**src/rtl/vector_exec_stage_if.sv**
```systemverilog
// Handshake and data bundle for the vector execute stage.
// The upstream side drives operands and the downstream side drives out_ready.
interface vector_exec_stage_if #(
  parameter int LANES  = 3,
  parameter int LANE_W = 16,
  parameter int TAG_W  = 5
);
  logic                    flush;
  logic                    in_valid;
  logic                    in_ready;
  logic [4:0]              alu_ctrl;
  logic [LANES*LANE_W-1:0] src_a;
  logic [LANES*LANE_W-1:0] src_b;
  logic [TAG_W-1:0]        tag_in;
  logic                    we_in;
  logic                    out_valid;
  logic                    out_ready;
  logic [LANES*LANE_W-1:0] result;
  logic [TAG_W-1:0]        tag_out;
  logic                    we_out;
  logic                    illegal_op;

  modport master (
    output flush, in_valid, alu_ctrl, src_a, src_b, tag_in, we_in, out_ready,
    input  in_ready, out_valid, result, tag_out, we_out, illegal_op
  );

  modport slave (
    input  flush, in_valid, alu_ctrl, src_a, src_b, tag_in, we_in, out_ready,
    output in_ready, out_valid, result, tag_out, we_out, illegal_op
  );
endinterface

```
**src/rtl/vector_exec_stage.sv**
```systemverilog
// SIMD execute stage: per-lane ALU with a multi-cycle multiply, valid/ready on both sides,
// flush and async reset. Tag and write-enable travel with the result.
module vector_exec_lane #(
  parameter int LANE_W = 16
) (
  input  logic [4:0]        i_op,
  input  logic [LANE_W-1:0] i_a,
  input  logic [LANE_W-1:0] i_b,
  output logic [LANE_W-1:0] o_res
);
  localparam int SH_W = $clog2(LANE_W);

  logic [SH_W-1:0]   w_sh;
  logic [LANE_W:0]   w_sum;
  logic [LANE_W-1:0] w_mul;

  assign w_sh  = i_b[SH_W-1:0];
  assign w_sum = {1'b0, i_a} + {1'b0, i_b};
  // Truncated product: only the low half is ever forwarded.
  assign w_mul = i_a * i_b;

  always_comb begin
    o_res = '0;
    case (i_op)
      5'd0:    o_res = w_sum[LANE_W-1:0];
      5'd1:    o_res = i_a - i_b;
      5'd2:    o_res = i_a & i_b;
      5'd3:    o_res = i_a | i_b;
      5'd4:    o_res = i_a ^ i_b;
      5'd5:    o_res = i_a << w_sh;
      5'd6:    o_res = i_a >> w_sh;
      5'd7:    o_res = w_mul;
      5'd8:    o_res = w_sum[LANE_W] ? '1 : w_sum[LANE_W-1:0];
      5'd9:    o_res = (i_a > i_b) ? i_a : i_b;
      default: o_res = '0;
    endcase
  end
endmodule

module vector_exec_stage #(
  parameter int LANES   = 3,
  parameter int LANE_W  = 16,
  parameter int MUL_LAT = 3,
  parameter int TAG_W   = 5
) (
  input logic               clk,
  input logic               rst,
  vector_exec_stage_if.slave bus
);
  localparam int         CNT_W    = $clog2(MUL_LAT + 1);
  localparam logic [4:0] OP_MUL   = 5'd7;
  localparam logic [4:0] OP_LAST  = 5'd9;
  localparam logic [CNT_W-1:0] CNT_INIT = CNT_W'(MUL_LAT - 1);

  typedef enum logic {S_IDLE = 1'b0, S_BUSY = 1'b1} state_t;

  state_t                         r_state, w_state_nx;
  logic [CNT_W-1:0]               r_cnt, w_cnt_nx;
  logic                           r_out_valid, w_ov_nx;
  logic [LANES-1:0][LANE_W-1:0]   r_result;
  logic [TAG_W-1:0]               r_tag_out;
  logic                           r_we_out;
  logic                           r_illegal;
  logic [LANES*LANE_W-1:0]        r_a, r_b;
  logic [TAG_W-1:0]               r_tag;
  logic                           r_we;

  logic                           w_busy, w_in_ready, w_accept, w_slot_free;
  logic                           w_load, w_cap, w_illegal;
  logic [4:0]                     w_op;
  logic [LANES-1:0][LANE_W-1:0]   w_a, w_b, w_res;

  assign w_busy      = (r_state == S_BUSY);
  assign w_slot_free = !r_out_valid || bus.out_ready;
  assign w_in_ready  = (r_state == S_IDLE) && w_slot_free && !bus.flush && !rst;
  assign w_accept    = bus.in_valid && w_in_ready;

  // While busy the lanes see the captured multiply operands, not the live bus.
  assign w_op      = w_busy ? OP_MUL : bus.alu_ctrl;
  assign w_a       = w_busy ? r_a : bus.src_a;
  assign w_b       = w_busy ? r_b : bus.src_b;
  assign w_illegal = (w_op > OP_LAST);

  vector_exec_lane #(.LANE_W(LANE_W)) u_lane [LANES-1:0] (
    .i_op  (w_op),
    .i_a   (w_a),
    .i_b   (w_b),
    .o_res (w_res)
  );

  always_comb begin
    w_state_nx = r_state;
    w_cnt_nx   = r_cnt;
    w_ov_nx    = r_out_valid;
    w_load     = 1'b0;
    w_cap      = 1'b0;
    if (bus.flush) begin
      w_state_nx = S_IDLE;
      w_cnt_nx   = '0;
      w_ov_nx    = 1'b0;
    end else begin
      if (r_out_valid && bus.out_ready) w_ov_nx = 1'b0;
      case (r_state)
        S_IDLE: begin
          if (w_accept) begin
            if (bus.alu_ctrl == OP_MUL) begin
              w_state_nx = S_BUSY;
              w_cnt_nx   = CNT_INIT;
              w_cap      = 1'b1;
            end else begin
              w_load  = 1'b1;
              w_ov_nx = 1'b1;
            end
          end
        end
        S_BUSY: begin
          if (r_cnt > CNT_W'(1)) begin
            w_cnt_nx = r_cnt - 1'b1;
          end else if (w_slot_free) begin
            // Product parks at cnt==1 until the output slot can take it.
            w_load     = 1'b1;
            w_ov_nx    = 1'b1;
            w_state_nx = S_IDLE;
            w_cnt_nx   = '0;
          end
        end
        default: w_state_nx = S_IDLE;
      endcase
    end
  end

  always_ff @(posedge clk or posedge rst) begin
    if (rst) begin
      r_state     <= S_IDLE;
      r_cnt       <= '0;
      r_out_valid <= 1'b0;
    end else begin
      r_state     <= w_state_nx;
      r_cnt       <= w_cnt_nx;
      r_out_valid <= w_ov_nx;
    end
  end

  always_ff @(posedge clk or posedge rst) begin
    if (rst) begin
      r_result  <= '0;
      r_tag_out <= '0;
      r_we_out  <= 1'b0;
      r_illegal <= 1'b0;
      r_a       <= '0;
      r_b       <= '0;
      r_tag     <= '0;
      r_we      <= 1'b0;
    end else begin
      if (w_cap) begin
        r_a   <= bus.src_a;
        r_b   <= bus.src_b;
        r_tag <= bus.tag_in;
        r_we  <= bus.we_in;
      end
      if (w_load) begin
        r_result  <= w_illegal ? '0 : w_res;
        r_tag_out <= w_busy ? r_tag : bus.tag_in;
        r_we_out  <= (w_busy ? r_we : bus.we_in) && !w_illegal;
        r_illegal <= w_illegal;
      end
    end
  end

  assign bus.in_ready   = w_in_ready;
  assign bus.out_valid  = r_out_valid;
  assign bus.result     = r_result;
  assign bus.tag_out    = r_tag_out;
  assign bus.we_out     = r_we_out;
  assign bus.illegal_op = r_illegal;
endmodule

```
**src/flat_wrapper.sv**
```systemverilog
// flat-port wrapper written by rule: the top's interface ports become plain ports
module vector_exec_stage_flat 
#(
  parameter int LANES   = 3,
  parameter int LANE_W  = 16,
  parameter int MUL_LAT = 3,
  parameter int TAG_W   = 5
)
  (clk, rst, bus_flush, bus_in_valid, bus_alu_ctrl, bus_src_a, bus_src_b, bus_tag_in, bus_we_in, bus_out_ready, bus_in_ready, bus_out_valid, bus_result, bus_tag_out, bus_we_out, bus_illegal_op);
  vector_exec_stage_if #(.LANES(LANES), .LANE_W(LANE_W), .TAG_W(TAG_W)) bus_i ();
  input logic clk;
  input logic rst;
  input wire logic [$bits(bus_i.flush)-1:0] bus_flush;
  input wire logic [$bits(bus_i.in_valid)-1:0] bus_in_valid;
  input wire logic [$bits(bus_i.alu_ctrl)-1:0] bus_alu_ctrl;
  input wire logic [$bits(bus_i.src_a)-1:0] bus_src_a;
  input wire logic [$bits(bus_i.src_b)-1:0] bus_src_b;
  input wire logic [$bits(bus_i.tag_in)-1:0] bus_tag_in;
  input wire logic [$bits(bus_i.we_in)-1:0] bus_we_in;
  input wire logic [$bits(bus_i.out_ready)-1:0] bus_out_ready;
  output wire logic [$bits(bus_i.in_ready)-1:0] bus_in_ready;
  output wire logic [$bits(bus_i.out_valid)-1:0] bus_out_valid;
  output wire logic [$bits(bus_i.result)-1:0] bus_result;
  output wire logic [$bits(bus_i.tag_out)-1:0] bus_tag_out;
  output wire logic [$bits(bus_i.we_out)-1:0] bus_we_out;
  output wire logic [$bits(bus_i.illegal_op)-1:0] bus_illegal_op;
  assign bus_i.flush = bus_flush;
  assign bus_i.in_valid = bus_in_valid;
  assign bus_i.alu_ctrl = bus_alu_ctrl;
  assign bus_i.src_a = bus_src_a;
  assign bus_i.src_b = bus_src_b;
  assign bus_i.tag_in = bus_tag_in;
  assign bus_i.we_in = bus_we_in;
  assign bus_i.out_ready = bus_out_ready;
  assign bus_in_ready = bus_i.in_ready;
  assign bus_out_valid = bus_i.out_valid;
  assign bus_result = bus_i.result;
  assign bus_tag_out = bus_i.tag_out;
  assign bus_we_out = bus_i.we_out;
  assign bus_illegal_op = bus_i.illegal_op;
  vector_exec_stage #(.LANES(LANES), .LANE_W(LANE_W), .MUL_LAT(MUL_LAT), .TAG_W(TAG_W)) u_core (.clk(clk), .rst(rst), .bus(bus_i));
endmodule
```
**config.mk**
```make
export PLATFORM = sky130hd
export DESIGN_NAME = vector_exec_stage_flat
export DESIGN_NICKNAME = d
export VERILOG_FILES = /design/src/rtl/vector_exec_stage_if.sv /design/src/rtl/vector_exec_stage.sv /design/src/flat_wrapper.sv
export SDC_FILE = /design/constraint.sdc
export NUM_CORES = 2
export LEC_CHECK = 0
export BUFFER_PORTS_ARGS = -buffer_cell sky130_fd_sc_hd__buf_4
export CORE_UTILIZATION = 30
export DETAILED_ROUTE_END_ITERATION = 10
export PLACE_DENSITY = 0.58
export SYNTH_ARGS = -nofsm -noshare
export SYNTH_HDL_FRONTEND = slang
export SYNTH_SLANG_ARGS = --single-unit
```
**constraint.sdc**
```tcl
create_clock -name clk -period 7 [get_ports clk]
set_input_delay 1.05 -clock clk [delete_from_list [all_inputs] [get_ports clk]]
set_output_delay 1.05 -clock clk [all_outputs]
set_load 0.01 [all_outputs]
```
; ---- Yosys cells after proc, flatten, opt, wreduce, memory -nomap -nowiden
; Cells that the tools add are included.
[word_totals]
regBits = 161
word_cells = 112
out_inout_bits = 57
input_bits = 112
[op_classes]
mux = 42
n_shift = 6
n_eq_ne = 13
multipliers = 3
bitwise = 10
n_reduce_logical = 13
addsub = 7
n_lt_le_gt_ge = 5
[op_table]
columns = operator, count
row1 = 16-bit case mux with 10 select lines, 3
row2 = 48-bit 2-to-1 mux, 3
row3 = 16-bit 2-to-1 mux, 6
row4 = 16-bit by 16-bit adder with 17-bit output, 3
row5 = 16-bit AND, 3
row6 = 16-bit greater-than comparator, 3
row7 = 16-bit by 16-bit multiplier with 16-bit output, 3
row8 = 16-bit bitwise OR, 3
row9 = 16-bit by 4-bit << shifter with 16-bit output, 3
row10 = 16-bit by 4-bit right shift with 16-bit output, 3
row11 = 16-bit subtractor, 3
row12 = 16-bit bitwise XOR, 3
row13 = "5-bit by 3-bit == test with 1-bit output, second input constant", 5
row14 = 1-bit 2-to-1 mux, 19
row15 = "5-bit by 2-bit == test with 1-bit output, second input constant", 2
row16 = "5-bit by 4-bit == test with 1-bit output, second input constant", 2
row17 = 2-bit 2-to-1 mux, 5
row18 = 5-bit 2-to-1 mux, 2
row19 = 1-bit logical AND, 6
row20 = 1-bit case mux with 2 select lines, 3
row21 = "5-bit by 1-bit == test with 1-bit output, second input constant", 1
row22 = "5-bit by 4-bit greater-than comparator with 1-bit output, second input constant", 1
row23 = 5-bit logical NOT, 1
row24 = 1-bit logical NOT, 4
row25 = other kinds (9), 9

; ---- Depth between registers and ports, before layout
[logic_depth]
ltp_word = 9
mapped_depth = 29
mapped_depth_nobuf = 24

; ---- Hierarchy
; A second synthesis with hierarchy kept.
[unflattened]
cells_unflattened = 3789
area_unflattened_um2 = 31509.0
[by_module_without_submodules]
columns = module, area_per_inst_um2, instances, seq_area_each_um2, cells_per_inst
row1 = vector_exec_lane at u_core.u_lane[1], 8005.2, 1, 0.0, 1066
row2 = vector_exec_lane at u_core.u_lane[2], 7906.3, 1, 0.0, 1087
row3 = vector_exec_stage, 7850.0, 1, 4028.9, 584
row4 = vector_exec_lane at u_core.u_lane[0], 7747.4, 1, 0.0, 1052

; ---- Least setup slack after synthesis
; No wires, ideal clock.
[synth_path]
path_kind = input -> register
startpoint = input bus_src_b[33]
endpoint = register u_core.r_result, in the netlist u_core.bus.result[47]
n_path_buf = 3
setup_slack_ps = -80
cell_stages = 23
arrival_ps = 6956
required_ps = 6876
setup_ps = 124
path_cell_list = mux2i_1 -> buf_2 -> clkbuf_1 -> clkbuf_1 -> nor2_1 -> fa_1 -> inv_1 -> fa_1 -> inv_1 -> fa_1 -> fa_1 -> inv_1 -> fa_1 -> fa_1 -> xor2_1 -> xnor2_1 -> xnor2_1 -> xnor2_1 -> xnor3_1 -> xnor2_1 -> xnor2_1 -> a22o_1 -> a211o_1
[synth_between]
elab_chain_len = 5
word_cells_on_any_way = 11
classes_between = add/sub: 2 / mul: 1 / order compare: 1 / shift: 2 / mux: 5
[synth_rtl]
columns = item, line
row1 = start: declaration, flat_wrapper.sv:17  ; input wire logic [$bits(bus_i.src_b)-1:0] bus_src_b;
row2 = 48-bit 2-to-1 mux *, vector_exec_stage.sv:81  ; assign w_b = w_busy ? r_b : bus.src_b;
row3 = branches (longest 2 deep; another with 16-bit by 16-bit multiplier with 16-bit output), n/a
row4 = 16-bit case mux with 10 select lines *, vector_exec_stage.sv:24  ; case (i_op)
row5 = 48-bit 2-to-1 mux *, vector_exec_stage.sv:162  ; r_result <= w_illegal ? '0 : w_res;
row6 = end signal: assignment, vector_exec_stage.sv:162
row7 = end: declaration, vector_exec_stage.sv:60  ; logic [LANES-1:0][LANE_W-1:0] r_result;
; Every way passes the cells marked *.
; A chain may end at the register's enable or synchronous reset.

; ---- Final worst setup path
[layout_path]
startpoint = register u_core.r_state
endpoint = register u_core.r_result, in the netlist u_core.bus.result[14]
[layout_between]
elab_chain_len = 8
word_cells_on_any_way = 35
classes_between = add/sub: 2 / mul: 1 / order compare: 2 / eq/ne: 9 / shift: 2 / mux: 10 / bitwise: 4 / reduce/logical: 5
[layout_rtl]
columns = item, line
row1 = start: declaration, vector_exec_stage.sv:57  ; state_t r_state, w_state_nx;
row2 = start signal: assignment, vector_exec_stage.sv:138  ; r_state <= w_state_nx;
row3 = branches (longest 8 deep; another with 16-bit by 16-bit multiplier with 16-bit output), n/a
; Several ways; the timed one is not identified.

==> results.txt <==
The reported leakage power is 16.4 nW. The placeable core region is 0.0990 mm^2. The cell count after synthesis is 3716. The area of the die came out at 0.102 mm^2.

The arrival time of the worst setup path is 7.22 ns. The total track usage is 24.6%. For this run, the top clock speed supported by timing is 146 MHz.

For this block, the via count after detailed routing is 29300. The I/O pin count came out at 169. The worst setup path is of the flip-flop to flip-flop kind. The via count of the first global-routing pass came out at 28400.

The fraction of registers with async set or reset after synthesis is 100%. The run finished with clean final reports. The largest voltage drop on the vdd net came out at 0.269 mV.

The number of buffers added by the clock tree synthesis step is 17. The final total power is 0.00854 W. The largest net degree at the start of global routing came out at 55. After filler insertion, the fill cell instance count of the layout stands at 10400. The total setup violations reported at the end of the flow came out at 0.

The register bit total from synthesis is 161. The number of distinct library cell variants in the gate-level netlist after synthesis is 88. The overall overflow remaining after global route is 0. The slew of the pin with the lowest slew margin is 1.31 ns. After detailed placement, the total cell area comes to 0.0340 mm^2. The total area of multi-input combinational cells is 0.0234 mm^2. The number of warnings printed during yosys synthesis is 0. The sequential standard cell area came out at 0.00403 mm^2. The tree is rooted in a clkbuf_16. The layout cell share with drive strength beyond 1 came out at 16.2%. The required time reported for the critical path endpoint is 7.40 ns.

The die is 319 um tall. The number of hold violations in the final report is 0. The number of max-cap violations came out at 0. The post-synthesis to final-layout area growth came out at 14.7%.

The first detailed-routing pass ran for 9 iterations. The final weighted congestion of routability-driven global placement is 1.04. The clock drives 161 sinks. After detailed routing, the average wire length per cell comes to 24.3 um. The worst path uses 97.6% of the clock period. In this run the deepest clock path goes through 2 buffers. Setup repair after global routing could not meet its margin everywhere. The initial antenna violation count is 8. The wire length of the first global-routing pass came out at 188 mm. When the netlist entered floorplanning its net count stood at 4368.

The clock tree from TritonCTS is yes. The clock input transition at the sequential cells of the worst setup and hold paths came out at 0.09 ns. The worst setup path is captured at a flip-flop. The total power per unit cell area is 247 mW/mm^2.

The count of buffers from port buffering came out at 168. The pre-CTS setup slack is 0.0358 ns. The post-route antenna net violation count is 0. The number of H-tree levels is 4.

The worst slew margin relative to its limit came out at 12.1%. The placed wire-length estimate after detailed placement is 99.2 mm. Between clock sinks in the finished design, the worst skew comes to 0.0172 ns. The initial utilization of the core area, before any placement, comes to 30.5%. The final standard cell area without fillers is 0.0346 mm^2. Of all nets on the critical path, the largest fanout is 28.

The wire length after detailed routing is 127 mm. In the synthesized netlist the dominant register cell turns out to be dfrtp_1. The mean post-synth cell area is 8.12 um^2. The number of cell rows came out at 115. The cell area after synthesis came out at 0.0302 mm^2. The count of flip-flops with a built-in enable after synthesis is 0. The die outline width came out at 319 um.

The min-delay analysis places its worst path in the category flip-flop to flip-flop. The count of hold-fix buffers inserted at cts is 0. In the routed design, unresolved DRC markers number 0.

The final critical path time including I/O delays and setup is 6.83 ns. The setup slack of the critical path after layout came out at 0.171 ns. In the final design database the tool counted 4567 nets.

STA classifies the critical path startpoint as a flip-flop. The total count of max-transition violations in the final report is 0. For this block, the initial DRC count from the detailed router was 3402.

The share of synthesized area occupied by flip-flops and latches came out at 13.3%. The routed via count divided by cell count is 5.61. At the later pin of the worst-skew pair, clock insertion delay measures 0.53 ns.
[flip-flops by register name, summed over array words and instances (netlist names)]
| signal | cells |
|---|---|
| u_core.r_cnt | 2 |
| u_core.bus.out_valid | 1 |
| u_core.r_tag | 5 |
| u_core.bus.result | 48 |
| u_core.r_a | 48 |
| u_core.r_we | 1 |
| u_core.bus.illegal_op | 1 |
| u_core.r_b | 48 |
| u_core.bus.we_out | 1 |
| u_core.bus.tag_out | 5 |
| u_core.r_state | 1 |
[through the flow]
step | std cells | setup TNS, ns | utilization (%) | hold WS, ns
6_report | 5216 | 0 | 35.0 | 0.481
5_1_grt | 5215 | -0.0175 | 35.0 | 0.482
4_1_cts | 5214 | 0 | 34.9 | 0.464
3_5_place_dp | 5182 | 0 | 34.3 | 0.471
3_3_place_gp | 5182 | 0 | 34.3 | 0.465
2_1_floorplan | 3716 | 0 | - | 0.480
[per-layer routing]
layer	part of all wire, %	up-vias	track usage (%)
li1	-	13100	-
met1	44	14400	34.4
met2	43	1575	37.1
met3	9.6	237	5.48
met4	3.1	8	8.23
met5	0.036	-	0
[where the power goes]
part | total, W | internal [W] | switching (W)
Combinational | 0.00643 | 0.00273 | 0.00371
Clock | 0.00104 | 0.000488 | 0.000548
Sequential | 0.00107 | 0.00101 | 0.0000573
[cell type report]
type,count,share of cell area (%)
Inverter,492,5.37
Antenna cell,1,0.00723
Timing Repair Buffer,395,8.85
Clock inverter,14,0.459
Clock buffer,18,1.27
Multi-Input combinational cell,2848,67.7
Tap cell,1287,4.65
Sequential cell,161,11.6
[cell usage after synthesis (15+ instances only)]
cell | count | area (um^2)
a211oi_1 | 44 | 330
a21o_1 | 19 | 143
a21oi_1 | 164 | 821
a221o_1 | 26 | 260
a221oi_1 | 33 | 289
a222oi_1 | 22 | 220
a22oi_1 | 18 | 135
a31oi_1 | 36 | 225
and3_1 | 24 | 150
buf_1 | 26 | 97.6
buf_2 | 44 | 220
clkbuf_1 | 129 | 484
dfrtp_1 | 161 | 4030
fa_1 | 246 | 4920
ha_1 | 294 | 3680
inv_1 | 464 | 1740
inv_2 | 22 | 82.6
mux2_2 | 107 | 1200
mux2i_1 | 167 | 1670
mux2i_4 | 18 | 405
nand2_1 | 385 | 1450
nand2b_1 | 31 | 194
nand3_1 | 37 | 185
nor2_1 | 457 | 1720
nor3_1 | 46 | 230
o211ai_1 | 53 | 398
o21ai_0 | 154 | 771
o21ai_1 | 15 | 75.1
o221ai_1 | 26 | 228
o22ai_1 | 25 | 156
xnor2_1 | 101 | 885
xor2_1 | 27 | 236
[cells by family after synthesis]
family,count (synthesis),share of synthesized area (%)
compound gates,800,18.2
fa+ha+maj,540,28.5
mux,306,11.5
flops,161,13.3
simple gates,1071,15.0
xor+xnor,131,3.94
buf+inv,707,9.47
[critical path: stages (launching register included)]
cell and delay (ns):
dfrtp_4 0.58, buf_12 0.27, mux2i_4 0.42, inv_2 0.18, ha_1 0.30, fa_1 0.50, inv_1 0.05, fa_1 0.47
fa_1 0.45, fa_1 0.49, inv_1 0.05, fa_1 0.52, inv_1 0.05, fa_1 0.48, inv_1 0.05, ha_1 0.34
and3_1 0.17, a21oi_1 0.22, a31oi_1 0.16, xnor2_1 0.32, o22ai_1 0.12, a211oi_1 0.26, o21ai_1 0.10
[layout by cell type (no fill, tap or decap), types with 25 or more instances in the layout]
cell        n
a211oi_1   44
a21oi_1   163
a221o_1    26
a221oi_1   33
a31oi_1    35
buf_4     387
dfrtp_1   160
fa_1      246
ha_1      294
inv_1     463
mux2_2    107
mux2i_1   158
mux2i_4    25
nand2_1   384
nand2b_1   31
nand3_1    37
nor2_1    456
nor3_1     46
o211ai_1   53
o21ai_0   154
o221ai_1   26
o22ai_1    25
xnor2_1   101
xor2_1     27
[repair_timing]
item | CTS | global route
hold endpoints to repair | 0 | 0
gates resized for setup | 0 | 4
endpoints found under the setup margin | 0 | 5
buffers inserted | 0 | 1
[worst paths after layout]
kind	start	endpoint	slack, ns	cells past startpoint
worst max register to register	u_core.r_state	u_core.bus.result[14]	0.17	22
max in group asynchronous	rst	u_core.r_a[34]	5.39	3
worst max-delay path	u_core.r_state	u_core.bus.result[14]	0.17	22
worst min register to register	u_core.bus.result[19]	u_core.bus.result[19]	0.48	2
worst min-delay path	u_core.bus.result[19]	u_core.bus.result[19]	0.48	2
min in group asynchronous	rst	u_core.bus.illegal_op	0.50	2
Note: power is estimated with default switching activity, not from simulation.
